### src/rtl/kamus_pkg.sv
`default_nettype none
// ============================================================================
//  Module   : kamus_pkg
//  Purpose  : Shared types for the kamus memory-port arbiter: arbiter state
//             and transaction-owner encodings.
//  Revision : 1.0  initial release
// ============================================================================
package kamus_pkg;

    // Arbiter phase: idle (may issue), holding an un-granted request,
    // waiting for the response of a granted request.
    typedef enum logic [1:0] {
        ARB_IDLE = 2'd0,
        ARB_HOLD = 2'd1,
        ARB_RSP  = 2'd2
    } arb_state_e;

    // Which requester owns the memory port.
    typedef enum logic {
        OWN_IF  = 1'b0,
        OWN_LSU = 1'b1
    } arb_owner_e;

endpackage : kamus_pkg
`default_nettype wire

### src/rtl/kamus_arb_pick.sv
`default_nettype none
// ============================================================================
//  Module   : kamus_arb_pick
//  Purpose  : Combinational tie-break between the fetch and LSU requesters.
//             Build option KAMUS_ARB_RR_EN: ties go to the requester that was
//             not granted last. Without it the LSU always wins a tie.
//  Revision : 1.0  initial release
// ============================================================================
module kamus_arb_pick
    import kamus_pkg::*;
(
    input  logic if_req_i,
    input  logic lsu_req_i,
    input  logic last_grant_i,
    output logic owner_o
);

    // Choose the owner; with no request the last grant is simply echoed
    // since the result is not used by the arbiter in that case.
    always_comb begin
        owner_o = last_grant_i;
        if (if_req_i && lsu_req_i) begin
`ifdef KAMUS_ARB_RR_EN
            owner_o = (last_grant_i == OWN_LSU) ? OWN_IF : OWN_LSU;
`else
            owner_o = OWN_LSU;
`endif
        end else if (lsu_req_i) begin
            owner_o = OWN_LSU;
        end else if (if_req_i) begin
            owner_o = OWN_IF;
        end
    end

endmodule : kamus_arb_pick
`default_nettype wire

### src/rtl/kamus_mem_arbiter.sv
`default_nettype none
// ============================================================================
//  Module   : kamus_mem_arbiter
//  Purpose  : Shares one memory port between instruction fetch and the LSU,
//             one transaction outstanding at a time. Request payload is
//             forwarded combinationally from the owning requester.
//             Build option KAMUS_ARB_RR_EN selects round-robin tie-break
//             (adds a last-grant register); default is fixed LSU priority.
//  Revision : 1.0  initial release
// ============================================================================
module kamus_mem_arbiter
    import kamus_pkg::*;
#(
    parameter int ADDR_W = 32,
    parameter int DATA_W = 32
)(
    input  logic                  clk_i,
    input  logic                  rst_i,

    input  logic                  if_req_i,
    input  logic [ADDR_W-1:0]     if_addr_i,
    output logic                  if_gnt_o,
    output logic                  if_rvalid_o,
    output logic [DATA_W-1:0]     if_rdata_o,

    input  logic                  lsu_req_i,
    input  logic                  lsu_we_i,
    input  logic [DATA_W/8-1:0]   lsu_be_i,
    input  logic [ADDR_W-1:0]     lsu_addr_i,
    input  logic [DATA_W-1:0]     lsu_wdata_i,
    output logic                  lsu_gnt_o,
    output logic                  lsu_rvalid_o,
    output logic [DATA_W-1:0]     lsu_rdata_o,

    output logic                  mem_req_o,
    output logic                  mem_we_o,
    output logic [DATA_W/8-1:0]   mem_be_o,
    output logic [ADDR_W-1:0]     mem_addr_o,
    output logic [DATA_W-1:0]     mem_wdata_o,
    input  logic                  mem_gnt_i,
    input  logic                  mem_rvalid_i,
    input  logic [DATA_W-1:0]     mem_rdata_i,

    output logic                  spurious_o
);

    arb_state_e state_q, state_d;
    arb_owner_e owner_q, owner_d;
    logic       spurious_q, spurious_d;

    logic       w_any_req;
    logic       w_pick;
    logic       w_last_grant;
    arb_owner_e w_cur_owner;
    logic       w_req_int;
    logic       w_accept;
    logic       w_rsp;

    assign w_any_req = if_req_i | lsu_req_i;

    kamus_arb_pick u_pick (
        .if_req_i     (if_req_i),
        .lsu_req_i    (lsu_req_i),
        .last_grant_i (w_last_grant),
        .owner_o      (w_pick)
    );

`ifdef KAMUS_ARB_RR_EN
    arb_owner_e last_q, last_d;

    // Remember who received the most recent grant.
    always_comb begin
        last_d = last_q;
        if (w_accept) begin
            last_d = w_cur_owner;
        end
    end

    // Last-grant register; starts as IF so the first tie goes to the LSU.
    always_ff @(posedge clk_i or posedge rst_i) begin
        if (rst_i) begin
            last_q <= OWN_IF;
        end else begin
            last_q <= last_d;
        end
    end

    assign w_last_grant = last_q;
`else
    assign w_last_grant = OWN_IF;
`endif

    // Next-state logic; in IDLE the owner comes straight from the picker.
    always_comb begin
        state_d     = state_q;
        owner_d     = owner_q;
        w_cur_owner = owner_q;
        w_req_int   = 1'b0;
        case (state_q)
            ARB_IDLE: begin
                w_cur_owner = arb_owner_e'(w_pick);
                if (w_any_req) begin
                    w_req_int = 1'b1;
                    owner_d   = w_cur_owner;
                    state_d   = mem_gnt_i ? ARB_RSP : ARB_HOLD;
                end
            end
            ARB_HOLD: begin
                w_req_int = 1'b1;
                if (mem_gnt_i) begin
                    state_d = ARB_RSP;
                end
            end
            ARB_RSP: begin
                if (mem_rvalid_i) begin
                    state_d = ARB_IDLE;
                end
            end
            default: begin
                state_d = ARB_IDLE;
            end
        endcase
    end

    // Any response while nothing is outstanding latches the sticky flag.
    always_comb begin
        spurious_d = spurious_q;
        if (mem_rvalid_i && (state_q != ARB_RSP)) begin
            spurious_d = 1'b1;
        end
    end

    // State, owner and sticky-flag registers.
    always_ff @(posedge clk_i or posedge rst_i) begin
        if (rst_i) begin
            state_q    <= ARB_IDLE;
            owner_q    <= OWN_LSU;
            spurious_q <= 1'b0;
        end else begin
            state_q    <= state_d;
            owner_q    <= owner_d;
            spurious_q <= spurious_d;
        end
    end

    // Reset gates the handshake outputs combinationally so they drop at once.
    assign mem_req_o = w_req_int & ~rst_i;
    assign w_accept  = mem_req_o & mem_gnt_i;
    assign w_rsp     = (state_q == ARB_RSP) & mem_rvalid_i & ~rst_i;

    assign mem_we_o    = (w_cur_owner == OWN_LSU) ? lsu_we_i    : 1'b0;
    assign mem_be_o    = (w_cur_owner == OWN_LSU) ? lsu_be_i    : '1;
    assign mem_addr_o  = (w_cur_owner == OWN_LSU) ? lsu_addr_i  : if_addr_i;
    assign mem_wdata_o = (w_cur_owner == OWN_LSU) ? lsu_wdata_i : '0;

    assign if_gnt_o     = w_accept & (w_cur_owner == OWN_IF);
    assign lsu_gnt_o    = w_accept & (w_cur_owner == OWN_LSU);
    assign if_rvalid_o  = w_rsp & (owner_q == OWN_IF);
    assign lsu_rvalid_o = w_rsp & (owner_q == OWN_LSU);
    assign if_rdata_o   = mem_rdata_i;
    assign lsu_rdata_o  = mem_rdata_i;

    assign spurious_o = spurious_q;

endmodule : kamus_mem_arbiter
`default_nettype wire

### config.mk
export PLATFORM = sky130hd
export DESIGN_NAME = kamus_mem_arbiter
export DESIGN_NICKNAME = d
export VERILOG_FILES = /design/src/rtl/kamus_pkg.sv /design/src/rtl/kamus_arb_pick.sv /design/src/rtl/kamus_mem_arbiter.sv
export SDC_FILE = /design/constraint.sdc
export NUM_CORES = 1
export LEC_CHECK = 0
export BUFFER_PORTS_ARGS = -buffer_cell sky130_fd_sc_hd__clkbuf_2
export CAP_MARGIN = 25
export CORE_AREA = 2 2 109 111
export DETAILED_ROUTE_END_ITERATION = 8
export DIE_AREA = 0 0 111 113
export SYNTH_ARGS = -nofsm -noshare
export SYNTH_HDL_FRONTEND = slang
export SYNTH_HIERARCHICAL = 1
export SYNTH_SLANG_ARGS = --single-unit
### constraint.sdc
create_clock -name clk_i -period 1.7 [get_ports clk_i]
set_input_delay 0 -clock clk_i [delete_from_list [all_inputs] [get_ports clk_i]]
set_output_delay 0 -clock clk_i [all_outputs]
set_load 0.02 [all_outputs]
==> impl_metrics.toml <==
[synth]
async_reset_ff_share_pct = 100.0
yosysTopAreaCell = "buf_4"
synth.top_cell.area_share_pct = 32.27
synth-adder-area-share_pct = 0
yosys-top-cells-area = "buf_4, mux2_4, nor2b_1"
synth.mux.area_fraction_pct = 34.29
synth-simple-area-share_pct = 19.41
ys_top_cells_by_count = "buf_4, nor2b_1, mux2_4"
syn_inst = 164
synth_area_um2 = 1489
synth-compound-area-share_pct = 1.933
synth-main-ff-cell = "dfrtp_1"
synth_edf_count = 0
synthXorXnorAreaFrac_pct = 0
synth.distinct_cells = 22
ys_seq_elements = 4
yosysSeqAreaShare_pct = 6.807
syn_nets = 303
ys_warn_count = 6
synth_top_family_by_area = "buffers and inverters"
syn_area_per_cell_um2 = 9.079
synth.most_common_cell = "buf_4"

[timing]
hold_viol = 0
finalClockSkew_ns = 0.003295
finalCritPeriodShare_pct = 106.7
layout_min_cycle_time_ns = 1.813
grt_setup_unrepaired = "true"
hold_ws_ns = 0.00001134
worst_slack_ns = -0.1131
finalSetupViolCount = 61
fmax_mhz = 551.5
slew_violations = 0

[die]
num_io_pins = 278
core_area_um2 = 11270
rows = 39
start_util_pct = 13.21
dieArea_um2 = 12540
die_w_um = 111
die_h_um = 113

[cells_and_area]
layout-drive-gt1-share_pct = 82.03
fillers = 1187
syn_to_final_growth_pct = 78.82
final_nets = 435
instances_no_fill = 438
stdcell_area_um2 = 2663
antenna_cells = 0

[critical_path]
cp-start-kind = "flip-flop"
cp-end-kind = "output port"
crit_path_max_fanout = 6
crit_type = "flip-flop to output port"
crit_slowest_cell = "dfrtp_1"
critPathMaxStageDelay_ns = 0.40
cp.arrival_ns = 1.81
ff2ff_path_depth = 3
crit_top_cell = "buf_6"
worstPathRequired_ns = 1.70
crit_chain = "nor2_4 -> mux2i_4 -> buf_6 -> buf_12 -> mux2_4 -> buf_6"

[clocking]
cts_buffers = 3
cts_sinks = 4
cts_tree = "done"
htree_levels = 1
cts_max_path_buffers = 2
clk_latency_ns = 0.23
clk_pin_slew_ns = 0.03
root_buffer = "clkbuf_16"

[placed_design]
place_area_um2 = 2081
dp_hpwl_um = 4183
place_inst = 420
io_buffers = 181
place.gp.congestion = 0.7446

[grt]
grt.total_usage_pct = 7.450
grt_pass1_wl_um = 7507
first_global_vias = 1571
grt_max_degree = 22
antenna_found_initial = 0
overflow = 0

[power]
leakagePower_nw = 1.454
p_total_w = 0.002609
power.density_nw_per_um2 = 980.0
vdd_drop_max_mv = 0.2620

[drt]
drt_iter0_drc = 19
drc = 0
drtAntennaViolNets = 0
wl_um = 5372
viasPerCell = 3.514
wl_per_cell_um = 12.26
via_count = 1539
drt_first_pass_iters = 5

[run_status]
violations = "negative setup slack"
status = "finished, violations left"

[hold_path]
whs_path_depth = 0
hold_path_class = "input port to output port"

[flow_run]
drv_cap = 0
==> stage by stage <==
stage	util [%]	setup WS (ns)	TNS [ns]
floorplan	-	0.1055	0
global placement	18.46	0.05686	0
detailed placement	18.46	0.02763	0
CTS	21.12	-0.1761	-6.514
global route	23.62	-0.1684	-8.041
finish	23.62	-0.1131	-3.229
==> kinds of logic after synthesis <==
group / Yosys count
other cells: 1
compound gates: 4
mux: 34
flops: 4
buf+inv: 75
simple gates: 46
==> worst max-delay path: cells and delay by family (launching register included) <==
kind                   cells  cell delay, ns
muxes                      2            0.58
buffers and inverters      3            0.43
DFF                        1            0.40
and+or+nand+nor            1            0.15
==> worst paths after layout <==
check | start | to | slack [ns]
worst max-delay path | state_q[1] | mem_addr_o[16] | -0.11
worst min-delay path | mem_rdata_i[19] | if_rdata_o[19] | 0.00001
worst max register to register | state_q[0] | state_q[1] | 0.56
worst min register to register | spurious_o | spurious_o | 0.47
max in group asynchronous | rst_i | owner_q | 1.25
min in group asynchronous | rst_i | spurious_o | 0.22
==> where the power goes <==
| group | switching, W | total [W] | leakage, nW | internal [W] |
|---|---|---|---|---|
| registers | 0.0000160 | 0.000131 | 0.0445 | 0.000115 |
| logic | 0.000962 | 0.00209 | 1.37 | 0.00113 |
| clock network | 0.0000740 | 0.000384 | 0.0382 | 0.000310 |
| total | 0.00105 | 0.00261 | 1.45 | 0.00156 |
==> placed cells by master (no fill, tap or decap), types with 2 or more instances in the layout <==
cell / count
clkbuf_16: 5
mux2_4: 32
dlygate4sd3_1: 2
buf_4: 6
nor2b_1: 32
dfrtp_1: 3
buf_6: 36
buf_12: 3
or2_4: 4
nor3_1: 3
buf_8: 7
a21o_1: 2
inv_1: 4
clkbuf_2: 140
==> registers in the layout, summed over array words and instances, names as in the netlist <==
name	flops
spurious_o	1
state_q	2
owner_q	1
==> layer usage <==
layer | global-route usage [%] | share of wire [%] | up-vias
li1 | - | - | 728
met1 | 6.496 | 28 | 681
met2 | 14.64 | 55 | 113
met3 | 3.696 | 14 | 17
met4 | 2.667 | 2.3 | 0
met5 | 0 | 0 | -
==> cell type report <==
class / instances / area (um^2) / area share, %
timing repair buffer: 198 / 1419 / 53.29
multi-input combinational: 85 / 869.6 / 32.66
tap: 143 / 178.9 / 6.720
sequential: 4 / 101.3 / 3.806
clock buffer: 4 / 78.83 / 2.961
inverter: 4 / 15.01 / 0.5639
==> timing repair <==
item / 4_1_cts / 5_1_grt
setup buffers: 6 / 2
hold buffers: 2 / 0
endpoints found under the setup margin: 37 / 67
gates cloned: 3 / 3
hold endpoints to repair: 5 / 0
pin swaps: 1 / 2
resized for setup: 18 / 125
Power figures use the tool's default switching activity.
